File: src/rtl/sonar_sensor_emulator.sv
// -----------------------------------------------------------------------------
// sonar_sensor_emulator
//   Synthesizable model of an HC-SR04 ultrasonic sensor (the responder side of
//   the trigger/echo handshake). A trigger pulse of sufficient width starts a
//   measurement. After a fixed burst delay, an echo pulse is returned whose
//   width encodes the programmed distance. A hold-off period follows before
//   the next trigger is accepted.
//
// Ports
//   clock         in   1  system clock (50 MHz nominal)
//   reset         in   1  asynchronous reset, active low
//   enable        in   1  respond to triggers (only looked at while idle)
//   distancia     in   9  simulated target distance in cm, unsigned
//   trigger       in   1  trigger input, asynchronous to clock
//   echo          out  1  echo pulse, driven straight from a flop
//   ocupado       out  1  high whenever a measurement is in progress
//   erro_trigger  out  1  one-cycle pulse when a trigger was too short
//   n_medidas     out  8  completed echo pulses, wraps at 255
// -----------------------------------------------------------------------------
module sonar_sensor_emulator #(
    parameter int TRIG_MIN_CYCLES = 500,
    parameter int BURST_CYCLES    = 10000,
    parameter int CYCLES_PER_CM   = 2941,
    parameter int MAX_CM          = 400,
    parameter int TIMEOUT_CYCLES  = 1900000,
    parameter int HOLDOFF_CYCLES  = 3000000
) (
    input  logic       clock,
    input  logic       reset,
    input  logic       enable,
    input  logic [8:0] distancia,
    input  logic       trigger,
    output logic       echo,
    output logic       ocupado,
    output logic       erro_trigger,
    output logic [7:0] n_medidas
);

    localparam int CNT_W = 22;

    localparam logic [CNT_W-1:0] TRIG_MIN   = CNT_W'(TRIG_MIN_CYCLES);
    localparam logic [CNT_W-1:0] BURST_LAST = CNT_W'(BURST_CYCLES - 1);
    localparam logic [CNT_W-1:0] HOLD_LAST  = CNT_W'(HOLDOFF_CYCLES - 1);
    localparam logic [CNT_W-1:0] TIMEOUT_W  = CNT_W'(TIMEOUT_CYCLES);
    localparam logic [CNT_W-1:0] MAX_CM_W   = CNT_W'(MAX_CM);
    localparam logic [CNT_W-1:0] CPC_W      = CNT_W'(CYCLES_PER_CM);
    localparam logic [CNT_W-1:0] CNT_MAX    = '1;

    typedef enum logic [2:0] {
        S_IDLE,
        S_TRIG,
        S_BURST,
        S_ECHO,
        S_HOLDOFF
    } state_t;

    state_t           state_q;
    logic [CNT_W-1:0] cnt_q;
    logic [CNT_W-1:0] width_q;
    logic [CNT_W-1:0] width_d;
    logic             trig_meta_q;
    logic             trig_s_q;
    logic             trig_s_d1_q;
    logic             echo_q;
    logic             ocupado_q;
    logic             erro_q;
    logic [7:0]       n_medidas_q;
    logic             trig_rise;
    logic             trig_fall;

    // Distance 0 or beyond range means "no object": the sensor reports the
    // maximum timeout width instead of a scaled distance.
    function automatic logic [CNT_W-1:0] echo_width(input logic [8:0] cm);
        logic [CNT_W-1:0] cm_w;
        logic [CNT_W-1:0] w;
        cm_w = CNT_W'(cm);
        if (cm_w == '0 || cm_w > MAX_CM_W) begin
            w = TIMEOUT_W;
        end else begin
            w = cm_w * CPC_W;
        end
        return w;
    endfunction

    assign width_d   = echo_width(distancia);
    assign trig_rise = trig_s_q & ~trig_s_d1_q;
    assign trig_fall = ~trig_s_q & trig_s_d1_q;

    always_ff @(posedge clock or negedge reset) begin
        if (!reset) begin
            state_q     <= S_IDLE;
            cnt_q       <= '0;
            width_q     <= '0;
            trig_meta_q <= 1'b0;
            trig_s_q    <= 1'b0;
            trig_s_d1_q <= 1'b0;
            echo_q      <= 1'b0;
            ocupado_q   <= 1'b0;
            erro_q      <= 1'b0;
            n_medidas_q <= '0;
        end else begin
            trig_meta_q <= trigger;
            trig_s_q    <= trig_meta_q;
            trig_s_d1_q <= trig_s_q;
            erro_q      <= 1'b0;

            case (state_q)
                S_IDLE: begin
                    // The edge cycle is already the first high cycle of the
                    // pulse, so the width count starts at one.
                    if (trig_rise && enable) begin
                        state_q   <= S_TRIG;
                        cnt_q     <= CNT_W'(1);
                        ocupado_q <= 1'b1;
                    end
                end
                S_TRIG: begin
                    if (trig_fall) begin
                        if (cnt_q >= TRIG_MIN) begin
                            state_q <= S_BURST;
                            cnt_q   <= '0;
                            width_q <= width_d;
                        end else begin
                            state_q   <= S_IDLE;
                            ocupado_q <= 1'b0;
                            erro_q    <= 1'b1;
                        end
                    end else if (cnt_q != CNT_MAX) begin
                        // Saturate so an absurdly long trigger cannot wrap
                        // around and be mistaken for a short one.
                        cnt_q <= cnt_q + 1'b1;
                    end
                end
                S_BURST: begin
                    if (cnt_q == BURST_LAST) begin
                        state_q <= S_ECHO;
                        cnt_q   <= '0;
                        echo_q  <= 1'b1;
                    end else begin
                        cnt_q <= cnt_q + 1'b1;
                    end
                end
                S_ECHO: begin
                    if (cnt_q == width_q - 1'b1) begin
                        state_q     <= S_HOLDOFF;
                        cnt_q       <= '0;
                        echo_q      <= 1'b0;
                        n_medidas_q <= n_medidas_q + 1'b1;
                    end else begin
                        cnt_q <= cnt_q + 1'b1;
                    end
                end
                S_HOLDOFF: begin
                    if (cnt_q == HOLD_LAST) begin
                        state_q   <= S_IDLE;
                        cnt_q     <= '0;
                        ocupado_q <= 1'b0;
                    end else begin
                        cnt_q <= cnt_q + 1'b1;
                    end
                end
                default: begin
                    state_q   <= S_IDLE;
                    cnt_q     <= '0;
                    echo_q    <= 1'b0;
                    ocupado_q <= 1'b0;
                end
            endcase
        end
    end

    assign echo         = echo_q;
    assign ocupado      = ocupado_q;
    assign erro_trigger = erro_q;
    assign n_medidas    = n_medidas_q;

endmodule

File: config.mk
export PLATFORM = sky130hd
export DESIGN_NAME = sonar_sensor_emulator
export DESIGN_NICKNAME = d
export VERILOG_FILES = /design/src/rtl/sonar_sensor_emulator.sv
export SDC_FILE = /design/constraint.sdc
export NUM_CORES = 1
export LEC_CHECK = 0
export ABC_AREA = 1
export CORE_MARGIN = 2
export CORE_UTILIZATION = 50
export CTS_CLUSTER_DIAMETER = 40
export CTS_CLUSTER_SIZE = 14
export DETAILED_ROUTE_END_ITERATION = 7
export HOLD_SLACK_MARGIN = 0.06
export PLACE_DENSITY_LB_ADDON = 0.15
export SYNTH_ARGS = -nofsm -noshare
export SYNTH_HDL_FRONTEND = slang
export SYNTH_SLANG_ARGS = --single-unit
File: constraint.sdc
create_clock -name clock -period 5.3 [get_ports clock]
set_input_delay 1.06 -clock clock [delete_from_list [all_inputs] [get_ports clock]]
set_output_delay 1.06 -clock clock [all_outputs]
set_load 0.02 [all_outputs]
==> results of run 1 <==
critical path, delay by kind of cell:
| family | cells | cell delay (ps) |
|---|---|---|
| buffers and inverters | 6 | 690 |
| AND/OR/NAND/NOR | 3 | 420 |
| AO/OA/AOI/OAI | 5 | 720 |
| adder cells (fa/ha/maj) | 5 | 2400 |
registers in the layout (all words and copies together), names as in the netlist:
name / cells
trig_s_q: 1
echo: 1
erro_trigger: 1
cnt_q: 22
width_q: 21
trig_s_d1_q: 1
n_medidas: 8
state_q: 3
trig_meta_q: 1
ocupado: 1
cell usage in the layout (no fill, tap or decap), types with 6 or more instances in the layout:
| master | netlist | layout |
|---|---|---|
| a21oi_1 | 26 | 25 |
| nand4_1 | 18 | 18 |
| o22ai_1 | 6 | 6 |
| nor3_1 | 15 | 15 |
| o21ai_0 | 24 | 20 |
| o21ai_1 | 6 | 9 |
| nand2_1 | 203 | 203 |
| xor2_1 | 23 | 23 |
| inv_1 | 178 | 178 |
| ha_1 | 56 | 56 |
| nor2_2 | 13 | 13 |
| fa_1 | 38 | 38 |
| nand3_2 | 20 | 20 |
| buf_4 | 3 | 51 |
| xnor2_1 | 13 | 13 |
| clkdlybuf4s50_1 | 0 | 21 |
| nand3_1 | 45 | 45 |
| or2_2 | 6 | 6 |
| dfrtp_1 | 60 | 60 |
| inv_2 | 6 | 6 |
| nor2_1 | 69 | 69 |
| clkbuf_16 | 0 | 9 |
stage by stage:
stage / setup slack [ps] / util [%] / setup TNS [ps] / total power, mW / cells
after floorplan: 326 / - / 0 / 1.66 / 880
after detailed placement: -234 / 57.4 / -866 / 2.22 / 1114
after CTS: 96.6 / 59.9 / 0 / 2.83 / 1129
final: 285 / 60.0 / 0 / 2.85 / 1129
after global routing: -6.42 / 60.0 / -6.42 / 3.11 / 1129
after global placement: -203 / 57.4 / -633 / 2.21 / 1114
power by group through the flow:
stage | clock [mW] | sequential, mW | combinational (mW)
2_1_floorplan | 0 | 0.565 | 1.09
3_3_place_gp | 0 | 0.575 | 1.63
3_5_place_dp | 0 | 0.577 | 1.64
4_1_cts | 0.613 | 0.569 | 1.65
5_1_grt | 0.633 | 0.577 | 1.90
6_report | 0.602 | 0.569 | 1.67
cells by family (layout without fill, tap and decap cells):
family	after synthesis	after routing	synth area share [%]
AOI/OAI and AO/OA	77	77	6.65
DFF	60	60	23.0
buffers and inverters	197	274	11.8
adders and majority gates	94	94	22.4
and+or+nand+nor	414	414	30.6
xor gates and xnor gates	38	38	5.52
cell type report:
type | count | area, µm²
clock buffers | 12 | 267
clock inverters | 3 | 45.0
fillers | 1189 | 5070
inverters | 185 | 694
multi-input cells | 623 | 4270
flip-flops and latches | 60 | 1500
well taps | 172 | 215
repair buffers | 74 | 611
layer usage:
metal | track usage, % | vias to the layer above | wire length [µm]
li1 | - | 2893 | -
met1 | 28.2 | 2519 | 6740
met2 | 38.7 | 111 | 7330
met3 | 2.85 | 32 | 404
met4 | 9.11 | 0 | 451
met5 | 0 | - | 0
path summary, 6_finish.rpt:
| path | slack, ps | cells after the start | startpoint | to |
|---|---|---|---|---|
| max | 280 | 19 | distancia[3] | width_q[18]$_DFFE_PN0P_ |
| min reg2reg | 350 | 0 | trig_meta_q$_DFF_PN0_ | trig_s_q$_DFF_PN0_ |
| min in group asynchronous | 890 | 2 | reset | cnt_q[14]$_DFFE_PN0P_ |
| max reg2reg | 2140 | 15 | cnt_q[0]$_DFFE_PN0P_ | cnt_q[0]$_DFFE_PN0P_ |
| min | 350 | 0 | trig_meta_q$_DFF_PN0_ | trig_s_q$_DFF_PN0_ |
| max in group asynchronous | 3920 | 2 | reset | n_medidas[0]$_DFFE_PN0P_ |
==> flow_summary.yaml, run 1 <==
outcome:
  status: "complete, no violations"
placed_design:
  globalplace.congestion: 0.873
  port_buffers: 23
  dpl.hpwl_um: 12300
  post_dp_cell_area_um2: 7270
global_routing:
  grt_pass1_wl_um: 25500
  grt_max_degree: 61
  antenna_found_initial: 0
  grt_use_total_pct: 22.4
  grt_pass1_vias: 5459
  grt-ovfl-total: 0
critical_path:
  worstPathRequired_ps: 5570
  endpoint_kind: "flop"
  crit_fanout: 3
  worstPathArrival_ps: 5290
  critPathMostFrequentCell: "inv_1"
  critPathMaxStageDelay_ps: 560
  critPathSlowestCell: "fa_1"
  critPathKind: "input port to flop"
  path_cells: "clkdlybuf4s50_1, fa_1, inv_1, fa_1, inv_1, fa_1, inv_1, fa_1, inv_1, ha_1, a21oi_1, a21boi_2, o21ai_2, a21oi_2, o21ai_0, or2_2, nand3_1, nand2_1, inv_1"
  startpoint_type: "input port"
routing:
  viasPerCell: 4.92
  dr.pass1.iters: 5
  num_vias: 5555
  drc_errors: 0
  drt_iter0_drc: 355
  wl_um: 14900
  wl_per_cell_um: 13.2
  final_antenna_net_count: 0
synthesis:
  synth_area_um2: 6530
  synth_top_flop_cell: "dfrtp_1"
  postSynthRegisterBits: 60
  synth_edf_count: 0
  synth-seq-area-share_pct: 23.0
  synth_fp_nets: 987
  ys_warn_count: 0
  yosysMostFrequentCell: "nand2_1"
  synth_top_area_share_pct: 23.0
  yosys-top-cells-count: "nand2_1, inv_1, nor2_1, dfrtp_1, ha_1"
  synth_largest_area_cell: "dfrtp_1"
  syn_area_per_cell_um2: 7.42
  syn_inst: 880
  ys_types: 43
  synth_area_leaders: "dfrtp_1, nand2_1, fa_1"
  ys_async_sr_fraction_pct: 100
floorplanning:
  fp.coreArea_um2: 12700
  die_w_um: 118
  io_pins: 24
  die_area_um2: 14000
  die_h_um: 118
  rows: 41
  start_util_pct: 51.5
timing:
  min_period_ps: 5020
  skew_ps: 7.49
  fin_crit_sh_pct: 94.6
  drv_slew: 0
  worst_slew_pin_slew_ps: 987
  holdWs_ps: 350
  relSlewSlack_pct: 34.2
  setup_viol: 0
  clock.fmax_mhz: 199
  finalHoldViolCount: 0
clock_tree:
  tritoncts: "done"
  cts.sinks: 60
  cts_buffer_depth: 2
  holdBufCountCts: 0
  clk_latency_ps: 330
  h-tree-depth: 3
  postCtsSetupBuffers: 0
  path_clk_slew_ps: 50
  cts.repair.resized: 0
  cts_buffers: 9
  clock-root-buffer: "clkbuf_16"
worst_hold_path:
  hp-class: "flop to flop"
cells_and_area:
  finish.net_count: 1060
  drive_gt1_share_pct: 14.0
  n_antenna_cell: 0
  final_area_um2: 7600
  syn2layout_area_growth_pct: 16.4
power:
  seqPwrFrac_pct: 20.0
  leakage_nw: 4.11
  clockPowerShare_pct: 21.1
  p_int_mw: 1.66
  power.switching_mw: 1.18
  p_comb_share_pct: 58.9
  ir_worst_vdd_mv: 0.196
  swShare_pct: 41.7
  power_per_cell_area_nw_per_um2: 374
flow_run:
  maxCapViolCount: 0
(Power assumes the default switching activity.)
==> run 2: changes to the inputs <==
--- a/config.mk
+++ b/config.mk
@@ -6,8 +6,11 @@
 export NUM_CORES = 1
 export LEC_CHECK = 0
 export ABC_AREA = 1
+export CELL_PAD_IN_SITES_DETAIL_PLACEMENT = 0
+export CELL_PAD_IN_SITES_GLOBAL_PLACEMENT = 1
 export CORE_MARGIN = 2
 export CORE_UTILIZATION = 50
+export CTS_BUF_LIST = sky130_fd_sc_hd__clkbuf_16
 export CTS_CLUSTER_DIAMETER = 40
 export CTS_CLUSTER_SIZE = 14
 export DETAILED_ROUTE_END_ITERATION = 7
==> constraint.sdc (replaced) <==
create_clock -name clock -period 5.98 [get_ports clock]
set_input_delay 1.196 -clock clock [delete_from_list [all_inputs] [get_ports clock]]
set_output_delay 1.196 -clock clock [all_outputs]
set_load 0.02 [all_outputs]
==> flow_summary.yaml, run 2 (synthesis gave the netlist of run 1 again) <==
clock_tree:
  path_clk_slew_ps: 50
  postCtsSetupBuffers: 0
  cts_buffer_depth: 2
  h-tree-depth: 3
  tritoncts: "done"
  cts.sinks: 60
  clock-root-buffer: "clkbuf_16"
  cts.repair.resized: 0
  cts_buffers: 9
  clk_latency_ps: 330
  holdBufCountCts: 0
worst_hold_path:
  hold_end: "trig_s_q$_DFF_PN0_"
  min_from: "trig_meta_q$_DFF_PN0_"
  hp-class: "flop to flop"
  whs_path_depth: 0
timing:
  min_period_ps: 5580
  setup_viol: 0
  fin_crit_sh_pct: 93.4
  drv_slew: 0
  worst_slew_pin_slew_ps: 1120
  rsz0062_at_grt: "no"
  setup_tns_ps: 0
  skew_ps: 8.91
  finalHoldViolCount: 0
  relSlewSlack_pct: 25.3
  holdWs_ps: 349
  clock.fmax_mhz: 179
power:
  p_comb_share_pct: 56.7
  swShare_pct: 45.6
  seqPwrFrac_pct: 23.0
  clockPowerShare_pct: 20.3
  p_total_mw: 2.18
  p_int_mw: 1.19
  power_per_cell_area_nw_per_um2: 303
  ir_worst_vdd_mv: 0.145
  power.switching_mw: 0.994
  leakage_nw: 3.87
global_routing:
  grt_max_degree: 32
  grt-ovfl-total: 0
  antenna_found_initial: 0
  grt_pass1_vias: 5305
  grt_pass1_wl_um: 25800
  grt_use_total_pct: 23.1
critical_path:
  r2r-end: "cnt_q[0]$_DFFE_PN0P_"
  crit_fanout: 4
  worst-r2r-setup-slack_ps: 2200
  r2r_start: "cnt_q[0]$_DFFE_PN0P_"
  endpoint_kind: "flop"
  critPathKind: "input port to flop"
  startpoint_type: "input port"
  r2r_cells: 15
  worstPathArrival_ps: 5860
  worstPathRequired_ps: 6250
cells_and_area:
  largest_reg_flops: 22
  finish.net_count: 1018
  n_antenna_cell: 0
  final_common_cell: "nand2_1"
  fin_util_pct: 56.9
  drive_gt1_share_pct: 9.18
  top_register: "cnt_q"
  final_cell_mix: "nand2_1, inv_1, nor2_1"
  syn2layout_area_growth_pct: 10.4
placed_design:
  port_buffers: 23
  globalplace.congestion: 0.926
  dpl.hpwl_um: 13000
floorplanning:
  rows: 41
  die_area_um2: 14000
  start_util_pct: 51.5
  die_h_um: 118
  fp.coreArea_um2: 12700
  die_w_um: 118
  io_pins: 24
routing:
  wl_um: 15500
  final_antenna_net_count: 0
  viasPerCell: 5.05
  dr.pass1.iters: 4
  num_vias: 5487
  drt_iter0_drc: 349
  drc_errors: 0
  wl_per_cell_um: 14.3
flow_run:
  maxCapViolCount: 0
outcome:
  status: "complete, no violations"
==> run 2: metal layers <==
| layer | vias up | part of all wire, % | routed length, µm | track usage (%) |
|---|---|---|---|---|
| met4 | 0 | 2.4 | 366 | 7.83 |
| li1 | 2810 | - | - | - |
| met1 | 2572 | 46 | 7090 | 28.3 |
| met3 | 24 | 2.5 | 391 | 3.81 |
| met2 | 81 | 49 | 7670 | 40.9 |
| met5 | - | 0 | 0 | 0 |
==> run 2: through the flow <==
stage               worst slack, ps  area (µm²)  instances
floorplan                       870        6530        880
global placement                160        6960       1072
detailed placement             79.1        6960       1072
CTS                             423        7210       1087
global route                    129        7210       1087
finish                          397        7210       1087
==> run 2: power by group through the flow <==
stage	logic [mW]	registers, mW	clock network [mW]
6_report	1.24	0.502	0.442
3_5_place_dp	1.23	0.509	0
4_1_cts	1.24	0.502	0.453
5_1_grt	1.41	0.511	0.470
3_3_place_gp	1.21	0.508	0
2_1_floorplan	0.970	0.501	0
==> run 2: cell type report <==
cell class                      count  area [µm²]
Multi-Input combinational cell    623        4250
Clock buffer                        9         225
Tap cell                          172         215
Timing Repair Buffer               32         293
Inverter                          185         694
Clock inverter                      6        23.8
Sequential cell                    60        1500
Fill cell                        1255        5460
==> run 2: how the worst max path moves through the flow <==
stage / startpoint / to / cells after the start
2_1_floorplan: distancia[3] / width_q[18]$_DFFE_PN0P_ / 18
3_3_place_gp: distancia[3] / width_q[18]$_DFFE_PN0P_ / 19
3_5_place_dp: distancia[3] / width_q[18]$_DFFE_PN0P_ / 19
4_1_cts: distancia[3] / width_q[18]$_DFFE_PN0P_ / 19
5_1_grt: distancia[3] / width_q[18]$_DFFE_PN0P_ / 19
6_report: distancia[3] / width_q[18]$_DFFE_PN0P_ / 19
==> run 2: worst max-delay path: stages <==
cell and delay (ps):
clkdlybuf4s50_1 460, fa_1 610, inv_1 70, fa_1 480, inv_1 50, fa_1 520, inv_1 50, fa_1 540
inv_1 40, ha_1 340, a21oi_1 150, a21boi_0 280, o21ai_0 220, a21oi_1 260, o21ai_0 130, or2_2 290
nand3_1 70, nand2_1 50, inv_1 40
==> run 3: changes to the inputs <==
--- a/config.mk
+++ b/config.mk
@@ -10,10 +10,10 @@
 export CELL_PAD_IN_SITES_GLOBAL_PLACEMENT = 1
 export CORE_MARGIN = 2
 export CORE_UTILIZATION = 50
-export CTS_BUF_LIST = sky130_fd_sc_hd__clkbuf_16
 export CTS_CLUSTER_DIAMETER = 40
 export CTS_CLUSTER_SIZE = 14
 export DETAILED_ROUTE_END_ITERATION = 7
+export GPL_ROUTABILITY_DRIVEN = 0
 export HOLD_SLACK_MARGIN = 0.06
 export PLACE_DENSITY_LB_ADDON = 0.15
 export SYNTH_ARGS = -nofsm -noshare
==> flow_summary.yaml, run 3 (synthesis gave the netlist of run 1 again) <==
routing:
  wl_um: 15300
  num_vias: 5372
  drc_errors: 0
  wl_per_cell_um: 14.0
  final_antenna_net_count: 0
  drt_iter0_drc: 266
  viasPerCell: 4.94
  dr.pass1.iters: 4
critical_path:
  critPathMostFrequentCell: "inv_1"
  endpoint_kind: "flop"
  r2r_start: "cnt_q[0]$_DFFE_PN0P_"
  cpLargestDelayFamily: "adder cells"
  critPathKind: "input port to flop"
  path_cells: "clkdlybuf4s50_1, fa_1, inv_1, fa_1, inv_1, fa_1, inv_1, fa_1, inv_1, ha_1, a21oi_1, a21boi_0, o21ai_0, a21oi_1, o21ai_0, or2_2, nand3_1, nand2_1, inv_1"
  critPathSlowestCell: "fa_1"
  startpoint_type: "input port"
  worstPathRequired_ps: 6260
  crit_fanout: 4
  worst-path-buf-inv: 6
  critPathMaxStageDelay_ps: 610
  worstPathArrival_ps: 5850
  worstSetupStartpoint: "distancia[3]"
placed_design:
  port_buffers: 23
  dp.cells: 1071
  post_dp_cell_area_um2: 6950
  pre_cts_slack_ps: 47.7
  dpl.hpwl_um: 12500
global_routing:
  use_met3_pct: 3.76
  grt_use_total_pct: 23.4
  grt_pass1_wl_um: 26300
  top_usage_layer: "met2"
  use_met2_pct: 39.8
  grt_use_met1_pct: 29.7
  antenna_found_initial: 0
  grt_pass1_vias: 5451
  grt-ovfl-total: 0
  grt_max_degree: 61
worst_hold_path:
  hp-class: "flop to flop"
  min_from: "trig_meta_q$_DFF_PN0_"
clock_tree:
  clock-root-buffer: "clkbuf_16"
  postCtsSetupBuffers: 0
  holdBufCountCts: 0
  clk_latency_ps: 340
  tritoncts: "done"
  cts_buffers: 9
  cts.repair.resized: 0
  cts.sinks: 60
  cts_buffer_depth: 2
  h-tree-depth: 3
  path_clk_slew_ps: 50
cells_and_area:
  fin_util_pct: 57.6
  final_area_um2: 7300
  top_register: "cnt_q"
  largest_reg_flops: 22
  syn2layout_area_growth_pct: 11.9
  final_cell_mix: "nand2_1, inv_1, nor2_1"
  final_common_cell: "nand2_1"
  drive_gt1_share_pct: 9.62
  final_cells: 1087
  finish.net_count: 1017
  n_antenna_cell: 0
power:
  leakage_nw: 3.91
  ir_worst_vdd_mv: 0.168
  p_total_mw: 2.34
  power_per_cell_area_nw_per_um2: 321
timing:
  finalHoldViolCount: 0
  setup_tns_ps: 0
  min_period_ps: 5580
  clock.fmax_mhz: 179
  fin_crit_sh_pct: 93.2
  skew_ps: 7.58
  drv_slew: 0
  holdWs_ps: 356
  rsz0062_at_grt: "no"
  worst_slew_pin_slew_ps: 1090
  setup_slack_ps: 404
  setup_viol: 0
  relSlewSlack_pct: 27.6
floorplanning:
  rows: 41
  die_area_um2: 14000
  die_h_um: 118
  start_util_pct: 51.5
  fp.coreArea_um2: 12700
  io_pins: 24
  die_w_um: 118
outcome:
  status: "complete, no violations"
flow_run:
  maxCapViolCount: 0
run 3: cell count changes in the layout (fill, tap and decap cells not counted):
cell | before | now
clkbuf_1 | 0 | 1
buf_4 | 9 | 8
bufinv_16 | 0 | 3
clkbuf_8 | 0 | 2
clkinv_1 | 5 | 1
inv_1 | 179 | 178
run 3: layout make-up:
type	instances	area (µm²)
Fill cell	1224	5370
Clock buffer	12	256
Timing Repair Buffer	31	285
Sequential cell	60	1500
Clock inverter	4	95.1
Multi-Input combinational cell	623	4250
Inverter	185	694
Tap cell	172	215
run 3: worst register-to-register path, delay by kind of cell (launching register included):
kind | cells | cell delay, ps
flip-flops | 1 | 420
AO/OA/AOI/OAI | 2 | 890
adder cells (fa/ha/maj) | 1 | 200
buffers and inverters | 2 | 350
AND/OR/NAND/NOR | 10 | 1300
run 3: where the power goes:
group	internal [mW]	switching, mW
clock network	0.429	0.184
registers	0.451	0.0515
logic	0.467	0.759
run 3: path summary, 6_finish.rpt:
check,end,cells after the start,slack [ps]
worst max-delay path,width_q[18]$_DFFE_PN0P_,19,400
worst min-delay path,trig_s_q$_DFF_PN0_,0,360
worst max register to register,cnt_q[0]$_DFFE_PN0P_,15,2690
worst min register to register,trig_s_q$_DFF_PN0_,0,360
max in group asynchronous,n_medidas[3]$_DFFE_PN0P_,2,4430
min in group asynchronous,trig_meta_q$_DFF_PN0_,2,1010
run 3: routing by layer:
metal  routed length (µm)  part of all wire, %  vias to the layer above
met2                 7360                   48                       81
met3                  434                  2.8                       27
met4                  478                  3.1                        0
li1                     -                    -                     2806
met1                 6990                   46                     2458
met5                    0                    0                        -
